`config.mk`:
```
export PLATFORM = sky130hd
export DESIGN_NAME = instr_realign_gen
export DESIGN_NICKNAME = d
export VERILOG_FILES = /design/src/rtl/instr_realign_gen.sv
export SDC_FILE = /design/constraint.sdc
export NUM_CORES = 1
export LEC_CHECK = 0
export ABC_AREA = 1
export ABC_CLOCK_PERIOD_IN_PS = 4500
export CAP_MARGIN = 20
export CORE_UTILIZATION = 30
export CTS_CLUSTER_SIZE = 20
export DETAILED_ROUTE_END_ITERATION = 8
export GPL_TIMING_DRIVEN = 0
export SYNTH_ARGS = -nofsm -noshare
export SYNTH_HDL_FRONTEND = slang
export SYNTH_SLANG_ARGS = --single-unit
```
`constraint.sdc`:
```
create_clock -name clk_i -period 4.5 [get_ports clk_i]
set_input_delay 0.675 -clock clk_i [delete_from_list [all_inputs] [get_ports clk_i]]
set_output_delay 0.675 -clock clk_i [all_outputs]
set_load 0.01 [all_outputs]
```
`src/rtl/instr_realign_gen.sv`:
```
// Instruction re-aligner between I$ fetch and the instruction queue: splits a fetch block
// into packed RV32/RVC slots and carries the lower half of a block-straddling instruction.
module instr_realign_gen #(
   parameter int FETCH_WIDTH = 64,
   parameter int ADDR_W      = 64
) (
   input  logic                                  clk_i,
   input  logic                                  rst_ni,
   input  logic                                  flush_i,
   input  logic                                  valid_i,
   output logic                                  ready_o,
   input  logic [ADDR_W-1:0]                     address_i,
   input  logic [FETCH_WIDTH-1:0]                data_i,
   input  logic                                  ready_i,
   output logic [FETCH_WIDTH/16-1:0]             valid_o,
   output logic [FETCH_WIDTH/16-1:0][ADDR_W-1:0] addr_o,
   output logic [FETCH_WIDTH/16-1:0][31:0]       instr_o,
   output logic                                  serving_unaligned_o
);

   localparam int NR_SLOTS = FETCH_WIDTH / 16;
   localparam int OFF_W    = $clog2(FETCH_WIDTH / 8);
   localparam int SLOT_W   = $clog2(NR_SLOTS);

   logic                   carry_q, carry_d;
   logic [15:0]            carry_instr_q, carry_instr_d;
   logic [ADDR_W-1:0]      carry_addr_q, carry_addr_d;
   logic                   fire, use_carry, out_en;
   logic [ADDR_W-1:0]      block_base;
   logic [SLOT_W-1:0]      start_hw;
   logic [FETCH_WIDTH+15:0] data_ext;

   assign ready_o             = ready_i;
   assign fire                = valid_i & ready_i & ~flush_i;
   assign out_en              = valid_i & ~flush_i;
   assign serving_unaligned_o = carry_q;
   assign block_base          = {address_i[ADDR_W-1:OFF_W], {OFF_W{1'b0}}};
   assign use_carry           = carry_q & (address_i == carry_addr_q + ADDR_W'(2));
   // a carried lower half always pairs with halfword 0 of the next block
   assign start_hw            = use_carry ? SLOT_W'(1) : address_i[OFF_W-1:1];
   // zero pad so a 32-bit select at the top halfword stays in range
   assign data_ext            = {16'h0000, data_i};

   always_comb begin
      logic [SLOT_W-1:0] k;
      logic              skip;
      logic [15:0]       hw;
      valid_o       = '0;
      addr_o        = '0;
      instr_o       = '0;
      carry_d       = 1'b0;
      carry_instr_d = carry_instr_q;
      carry_addr_d  = carry_addr_q;
      k             = '0;
      skip          = 1'b0;
      hw            = '0;
      if (use_carry) begin
         valid_o[0] = 1'b1;
         addr_o[0]  = carry_addr_q;
         instr_o[0] = {data_i[15:0], carry_instr_q};
         k          = SLOT_W'(1);
      end
      for (int i = 0; i < NR_SLOTS; i++) begin
         hw = data_i[16*i +: 16];
         if (skip) begin
            skip = 1'b0;
         end else if (i >= int'(start_hw)) begin
            if (hw[1:0] != 2'b11) begin
               valid_o[k] = 1'b1;
               addr_o[k]  = block_base + ADDR_W'(2 * i);
               instr_o[k] = {16'h0000, hw};
               k          = k + SLOT_W'(1);
            end else if (i < NR_SLOTS - 1) begin
               valid_o[k] = 1'b1;
               addr_o[k]  = block_base + ADDR_W'(2 * i);
               instr_o[k] = data_ext[16*i +: 32];
               k          = k + SLOT_W'(1);
               skip       = 1'b1;
            end else begin
               carry_d       = 1'b1;
               carry_instr_d = hw;
               carry_addr_d  = block_base + ADDR_W'(2 * (NR_SLOTS - 1));
            end
         end
      end
      if (!out_en) begin
         valid_o = '0;
         addr_o  = '0;
         instr_o = '0;
      end
   end

   always_ff @(posedge clk_i or negedge rst_ni) begin
      if (!rst_ni) begin
         carry_q       <= 1'b0;
         carry_instr_q <= '0;
         carry_addr_q  <= '0;
      end else if (flush_i) begin
         carry_q <= 1'b0;
      end else if (fire) begin
         carry_q       <= carry_d;
         carry_instr_q <= carry_instr_d;
         carry_addr_q  <= carry_addr_d;
      end
   end

endmodule
```
# --- Word-level counts from Yosys, hierarchy flattened ---
# Cells that the tools add are included.
classes:
  order_cmp: 11
  n_eq_ne: 5
  reduce_logical: 6
  n_addsub: 7
  bitwise_logic: 11
  n_mux: 84
ops:
  columns: ["cell", "n"]
  rows:
  - ["two-way mux 256 bit", 8]
  - ["two-way mux 128 bit", 11]
  - ["bitwise mux 256 bit", 4]
  - ["bitwise mux 128 bit", 7]
  - ["demux 64 bit (select 2 bit)", 4]
  - ["two-way mux 64 bit", 5]
  - ["demux 32 bit (select 2 bit)", 4]
  - ["two-way mux 32 bit", 5]
  - ["adder 64 x 2 -> 64 bit (second input constant)", 2]
  - ["adder 64 x 3 -> 64 bit (second input constant)", 2]
  - ["== test 64 bit", 1]
  - ["two-way mux 4 bit", 8]
  - ["two-way mux 1 bit", 18]
  - ["less-than comparator 2 x 3 -> 1 bit (second input constant)", 4]
  - ["two-way mux 2 bit", 6]
  - ["bitwise OR 4 bit", 3]
  - ["demux 1 bit (select 2 bit)", 4]
  - [">= comparator 2 x 1 -> 1 bit (second input constant)", 4]
  - ["!= test 2 bit (second input constant)", 4]
  - ["adder 2 x 1 -> 2 bit (second input constant)", 3]
  - ["AND 1 bit", 4]
  - [">= comparator 1 x 2 -> 1 bit (first input constant)", 2]
  - ["logical AND 1 bit", 4]
  - ["bitwise OR 1 x 4 -> 4 bit", 1]
  - ["other kinds (4)", 6]
word_totals:
  out_inout_bits: 390
  wordCells: 127
  in_bits: 133
  ff_bits: 81

# --- Logic depth before layout (Yosys ltp) ---
depth:
  word_depth: 23
  mapped_depth: 34
  ltp_nobuf: 31

# --- Worst setup path after synthesis ---
# OpenSTA, ideal clock, no wires.
synth_timing:
  path_kind: "input-to-output"
  startpoint: "in address_i[2]"
  endpoint: "out addr_o[202] in the netlist's numbering"
  path_buffers: 3
  path_stages: 27
  setup_slack_ns: -0.128
  arrival_time_ns: 3.953
  cell_sequence: "clkbuf_1 -> inv_1 -> nand2_1 -> nor2_1 -> nand3_1 -> nor2_1 -> nand2_1 -> nor2_1 -> nand3_1 -> nor2_1 -> nand2_1 -> nor2_1 -> nand2_1 -> nor2_8 -> clkbuf_1 -> ha_1 -> xor2_1 -> nand2_1 -> nand2_2 -> inv_4 -> nand2_1 -> nand2_2 -> nand3_4 -> nand2_4 -> nor2_8 -> buf_6 -> nor3_1"
synth_lines:
  columns: ["item", "line_no", "rtl"]
  rows:
  - ["start, declared", "12", "input logic [ADDR_W-1:0] address_i,"]
  - ["end, declared", "16", "output logic [FETCH_WIDTH/16-1:0][ADDR_W-1:0] addr_o,"]

==> results_tabular.tex <==
\begin{tabular}{lr}
\hline
Metric & Value \\
\hline
\multicolumn{2}{l}{\textbf{Status}} \\
Run status & complete, but fails checks \\
Violated checks & setup timing \\
\multicolumn{2}{l}{\textbf{Synthesis}} \\
Portion of the post-synthesis area used by sequential elements & between 10\% and 20\% \\
Distinct cells, synth & 51 \\
Mapped Avg Cell Area & 5.26 µm² \\
Count of synthesis-stage warnings from yosys & 0 \\
Async set-reset flop share out of synthesis & 100\% \\
Number of flip-flops and latches in the synthesized netlist & 79 \\
Count of flip-flops with a built-in enable after synthesis & 0 \\
Netlist area before placement & between 10,000 and 15,000 µm² \\
Yosys top cell area share & around a quarter \\
Post-Syn Instances & between 2,000 and 2,500 \\
Dominant register cell in the synthesized netlist & sky130\_fd\_sc\_hd\_\_dfrtp\_1 \\
Leading post-synthesis cells by cell area & sky130\_fd\_sc\_hd\_\_nand2\_1, sky130\_fd\_sc\_hd\_\_dfrtp\_1, sky130\_fd\_sc\_hd\_\_nor2\_1, sky130\_fd\_sc\_hd\_\_inv\_1, sky130\_fd\_sc\_hd\_\_o21ai\_0 \\
Cell type with the largest total area after synthesis & sky130\_fd\_sc\_hd\_\_nand2\_1 \\
\multicolumn{2}{l}{\textbf{Min path}} \\
Classification of the worst-slack hold path & input port to async pin \\
\multicolumn{2}{l}{\textbf{Floorplanning}} \\
Die area & $\sim$44,000 µm² \\
Number of rows in the core area & 76 \\
Horizontal die dimension & roughly 210 µm \\
Initial standard-cell utilization of the core & 30.4\% \\
I/O Pins & around 520 \\
Core area & approximately 43,000 µm² \\
Die height & 211 µm \\
\multicolumn{2}{l}{\textbf{CTS}} \\
CTS tree & done \\
Hold\_buf cts & 0 \\
CTS H-tree lvls & 3 \\
Clock root cell & sky130\_fd\_sc\_hd\_\_clkbuf\_16 \\
Sink count of the clock tree & 79 \\
Clock latency of the later-clocked register in the worst-skew pair & around 380 ps \\
Inserted Clock Buffers & 9 \\
Max Buffers Root-to-Sink & 2 \\
Clock transition at the registers of the reported paths & $\sim$60 ps \\
\multicolumn{2}{l}{\textbf{Timing}} \\
Crit share post-route & 123\% \\
Post-route clock skew & 12.9 ps \\
Setup tns final & -345,150 ps \\
Finish-stage setup viols & about 410 \\
Slew at the pin with the worst max-slew slack & 1340 ps \\
Max Transition Viols Final & 0 \\
Achievable frequency & about 180 MHz \\
Headroom to the max-slew limit & a little over a tenth \\
Post-route minimum period & about 5500 ps \\
Final worst slack & -1040 ps \\
Setup repair after global routing missed its margin & yes \\
Hold violation total from the final report & 0 \\
\multicolumn{2}{l}{\textbf{Worst setup path}} \\
Critical path's top delay family & simple AND/OR/NAND/NOR gates \\
Slowest cell on the critical path & sky130\_fd\_sc\_hd\_\_dfrtp\_2 \\
Worst stage delay on the critical path & around 480 ps \\
End of the worst register-to-register path & carry\_addr\_q[48]\$\_DFFE\_PN0P\_ \\
Path depth of the worst reg2reg path & 26 \\
Setup slack of the worst register-to-register path & -170 ps \\
Reg-to-Reg Start & carry\_addr\_q[2]\$\_DFFE\_PN0P\_ \\
Category of the worst setup path capture point & primary output \\
Crit path top cell by count & sky130\_fd\_sc\_hd\_\_nand2\_4 \\
Startpoint class of the critical path & flop \\
Number of buffer and inverter stages on the critical path & 7 \\
Critical path peak fanout & 6 \\
Required time at the endpoint of the critical path & 3830 ps \\
Arrival time worst endpoint & 4870 ps \\
Start-to-end type of the worst setup path & flop to primary output \\
\multicolumn{2}{l}{\textbf{Global routing}} \\
All-Layer GR Usage & between 30 and 40\% \\
Residual overflow from global routing & 0 \\
Number of global-route vias before repair & 19,000 \\
Wire length of the first global-routing pass & approximately 120,000 µm \\
Antenna violations before repair & 4 \\
Largest net degree at the start of global routing & 41 \\
\multicolumn{2}{l}{\textbf{Power and ir drop}} \\
Sequential fraction of design power & a little under a quarter \\
Peak supply drop & 0.127 mV \\
Clock network fraction of design power & 16.4\% \\
Switching part of the total power & a little under half \\
Leakage power & around 13 nW \\
Internal cell power & about 2.5 mW \\
Logic gate share of total power & between 60\% and 70\% \\
Power density normalized to cell area & about 200 nW/µm² \\
Switching power & between 2 and 2.5 mW \\
\multicolumn{2}{l}{\textbf{Drt}} \\
Via density per instance & $\sim$5.4 \\
Aggregate routed wire length & 89,500 µm \\
Total via count after detailed routing & between 20,000 and 25,000 \\
Routed length per instance & 23.2 µm \\
Residual DRC & 0 \\
Post-route ant nets & 0 \\
Initial drt markers & 1,778 \\
First-pass DRT Iterations & 6 \\
\multicolumn{2}{l}{\textbf{Layout}} \\
Final core utilization & a little under three fifths \\
Final Net Count & 3,400 \\
Inserted Diodes & 0 \\
Fill cell total of the finished layout & around 4,200 \\
Synthesis-to-finish area growth & 84.8\% \\
Fraction of final layout cells sized beyond drive strength 1 & a little over two fifths \\
\multicolumn{2}{l}{\textbf{Placement}} \\
Half-perimeter wire length after placement & a little under 70,000 µm \\
Number of buffer cells added on primary ports & between 500 and 600 \\
Worst setup slack before clock tree synthesis & -2390 ps \\
Global placer's final weighted congestion & $\sim$1.0 \\
\multicolumn{2}{l}{\textbf{Flow run}} \\
Maxcap violations & 0 \\
\hline
\end{tabular}
logic make-up (layout without fill, tap and decap cells):
kind of cell               Yosys count  in the layout  share of synthesized area [%]
and+or+nand+nor                   1518           1519                           50.4
buffers and inverters              460           1236                           15.0
AOI/OAI and AO/OA                  365            365                           15.0
DFF                                 79             79                           15.1
xor gates and xnor gates            62             62                           4.25
adders and majority gates            3              3                          0.287
other                                1              4                         0.0286
cell usage in the layout, fill, tap and decap left out, types with 8 or more instances in the layout:
| cell | n |
|---|---|
| sky130_fd_sc_hd__a21oi_1 | 34 |
| sky130_fd_sc_hd__a21oi_2 | 23 |
| sky130_fd_sc_hd__a21oi_4 | 14 |
| sky130_fd_sc_hd__a22oi_1 | 23 |
| sky130_fd_sc_hd__buf_12 | 48 |
| sky130_fd_sc_hd__buf_2 | 222 |
| sky130_fd_sc_hd__buf_4 | 156 |
| sky130_fd_sc_hd__buf_6 | 151 |
| sky130_fd_sc_hd__buf_8 | 37 |
| sky130_fd_sc_hd__clkbuf_1 | 42 |
| sky130_fd_sc_hd__clkbuf_16 | 32 |
| sky130_fd_sc_hd__clkbuf_2 | 48 |
| sky130_fd_sc_hd__clkdlybuf4s50_1 | 131 |
| sky130_fd_sc_hd__dfrtp_1 | 58 |
| sky130_fd_sc_hd__dfrtp_2 | 21 |
| sky130_fd_sc_hd__dlygate4sd2_1 | 14 |
| sky130_fd_sc_hd__inv_1 | 259 |
| sky130_fd_sc_hd__inv_2 | 61 |
| sky130_fd_sc_hd__inv_4 | 8 |
| sky130_fd_sc_hd__nand2_1 | 654 |
| sky130_fd_sc_hd__nand2_2 | 176 |
| sky130_fd_sc_hd__nand2_4 | 70 |
| sky130_fd_sc_hd__nand3_1 | 96 |
| sky130_fd_sc_hd__nand3_2 | 9 |
| sky130_fd_sc_hd__nand3_4 | 15 |
| sky130_fd_sc_hd__nand3b_1 | 13 |
| sky130_fd_sc_hd__nand4_1 | 24 |
| sky130_fd_sc_hd__nor2_1 | 243 |
| sky130_fd_sc_hd__nor2_2 | 60 |
| sky130_fd_sc_hd__nor2_4 | 71 |
| sky130_fd_sc_hd__nor3_2 | 41 |
| sky130_fd_sc_hd__nor3_4 | 25 |
| sky130_fd_sc_hd__o21ai_0 | 162 |
| sky130_fd_sc_hd__o21ai_1 | 40 |
| sky130_fd_sc_hd__o21ai_2 | 26 |
| sky130_fd_sc_hd__o21ai_4 | 11 |
| sky130_fd_sc_hd__xnor2_1 | 20 |
| sky130_fd_sc_hd__xor2_1 | 37 |
worst max path at each step:
stage / start / endpoint / slack (ps) / cells after the start
after floorplan: address_i[2] / addr_o[217] / -8 / 29
after detailed placement: carry_addr_q[2]$_DFFE_PN0P_ / addr_o[25] / -2390 / 27
after global placement: carry_addr_q[2]$_DFFE_PN0P_ / addr_o[25] / -2400 / 27
final: carry_addr_q[2]$_DFFE_PN0P_ / addr_o[45] / -1040 / 32
after global routing: carry_addr_q[2]$_DFFE_PN0P_ / addr_o[53] / -1200 / 34
after CTS: carry_addr_q[3]$_DFFE_PN0P_ / instr_o[19] / -1000 / 29
state kept, by name, indices dropped and copies added, names as in the netlist:
register / cells
carry_addr_q: 62
carry_instr_q: 16
serving_unaligned_o: 1
power groups by stage:
stage / registers, mW / clock network (mW) / logic, mW
floorplan: 1.01 / 0 / 1.09
global placement: 1.07 / 0 / 1.95
detailed placement: 1.08 / 0 / 1.96
CTS: 1.07 / 0.783 / 2.26
global route: 1.12 / 0.809 / 3.04
finish: 1.10 / 0.780 / 2.89
worst reg2reg max path, delay by kind of cell (launching register included):
| kind | cells | cell delay (ps) |
|---|---|---|
| buf+inv | 6 | 1200 |
| fa+ha+maj | 1 | 170 |
| compound gates | 1 | 140 |
| flops | 1 | 480 |
| simple gates | 18 | 2580 |
what timing repair did:
item | CTS | global route
pin swaps | 59 | 102
buffers inserted | 84 | 138
resized for setup | 1208 | 1380
gates cloned | 11 | 23
endpoints found under the setup margin | 444 | 463
metrics by stage:
step           hold WS [ps]  power [mW]  cell area, µm²  cells
2_1_floorplan           379        2.10           13100   2491
3_3_place_gp            440        3.02           19000   3592
3_5_place_dp            466        3.03           19100   3594
4_1_cts                 300        4.12           21000   3702
5_1_grt                 323        4.97           24200   3853
6_report                282        4.77           24200   3853
routing by layer:
metal	share of wire [%]	GRT usage, %
met4	7.1	19.6
met2	47	62.3
met5	0.057	0
met3	8.2	5.87
met1	38	43.9
layout make-up:
| class | count | area (µm²) | area share (%) |
|---|---|---|---|
| buffer | 116 | 1130 | 4.68 |
| clock buffer | 11 | 253 | 1.04 |
| clock inverter | 4 | 45.0 | 0.186 |
| inverter | 337 | 1310 | 5.43 |
| multi-input combinational | 1953 | 11700 | 48.5 |
| sequential | 79 | 2000 | 8.28 |
| tap | 585 | 732 | 3.02 |
| timing repair buffer | 768 | 6970 | 28.8 |
synthesized netlist by cell type, types with 2 or more instances:
library cell,count
sky130_fd_sc_hd__nand3b_1,13
sky130_fd_sc_hd__inv_1,314
sky130_fd_sc_hd__nand3_1,111
sky130_fd_sc_hd__dfrtp_1,79
sky130_fd_sc_hd__nand4_2,2
sky130_fd_sc_hd__buf_6,17
sky130_fd_sc_hd__o2111ai_1,3
sky130_fd_sc_hd__o22ai_1,6
sky130_fd_sc_hd__nor3_2,46
sky130_fd_sc_hd__buf_1,3
sky130_fd_sc_hd__clkinv_1,4
sky130_fd_sc_hd__clkbuf_2,2
sky130_fd_sc_hd__a31oi_1,3
sky130_fd_sc_hd__nand2_4,3
sky130_fd_sc_hd__buf_2,40
sky130_fd_sc_hd__nor4_1,4
sky130_fd_sc_hd__o211ai_1,2
sky130_fd_sc_hd__nand4_1,24
sky130_fd_sc_hd__ha_1,3
sky130_fd_sc_hd__inv_2,18
sky130_fd_sc_hd__nor2_2,19
sky130_fd_sc_hd__buf_4,14
sky130_fd_sc_hd__a21oi_1,71
sky130_fd_sc_hd__xnor2_1,21
sky130_fd_sc_hd__o21bai_1,5
sky130_fd_sc_hd__xor2_1,40
sky130_fd_sc_hd__a211oi_1,3
sky130_fd_sc_hd__a22oi_1,28
sky130_fd_sc_hd__o21ai_1,33
sky130_fd_sc_hd__nor2_1,347
sky130_fd_sc_hd__nor3_1,27
sky130_fd_sc_hd__nor2_8,3
sky130_fd_sc_hd__nand2_1,885
sky130_fd_sc_hd__nand3_4,2
sky130_fd_sc_hd__nand3_2,7
sky130_fd_sc_hd__clkbuf_1,47
sky130_fd_sc_hd__o21ai_0,206
sky130_fd_sc_hd__nand2_2,14
sky130_fd_sc_hd__nor2_4,7
Power figures use the tool's default switching activity.
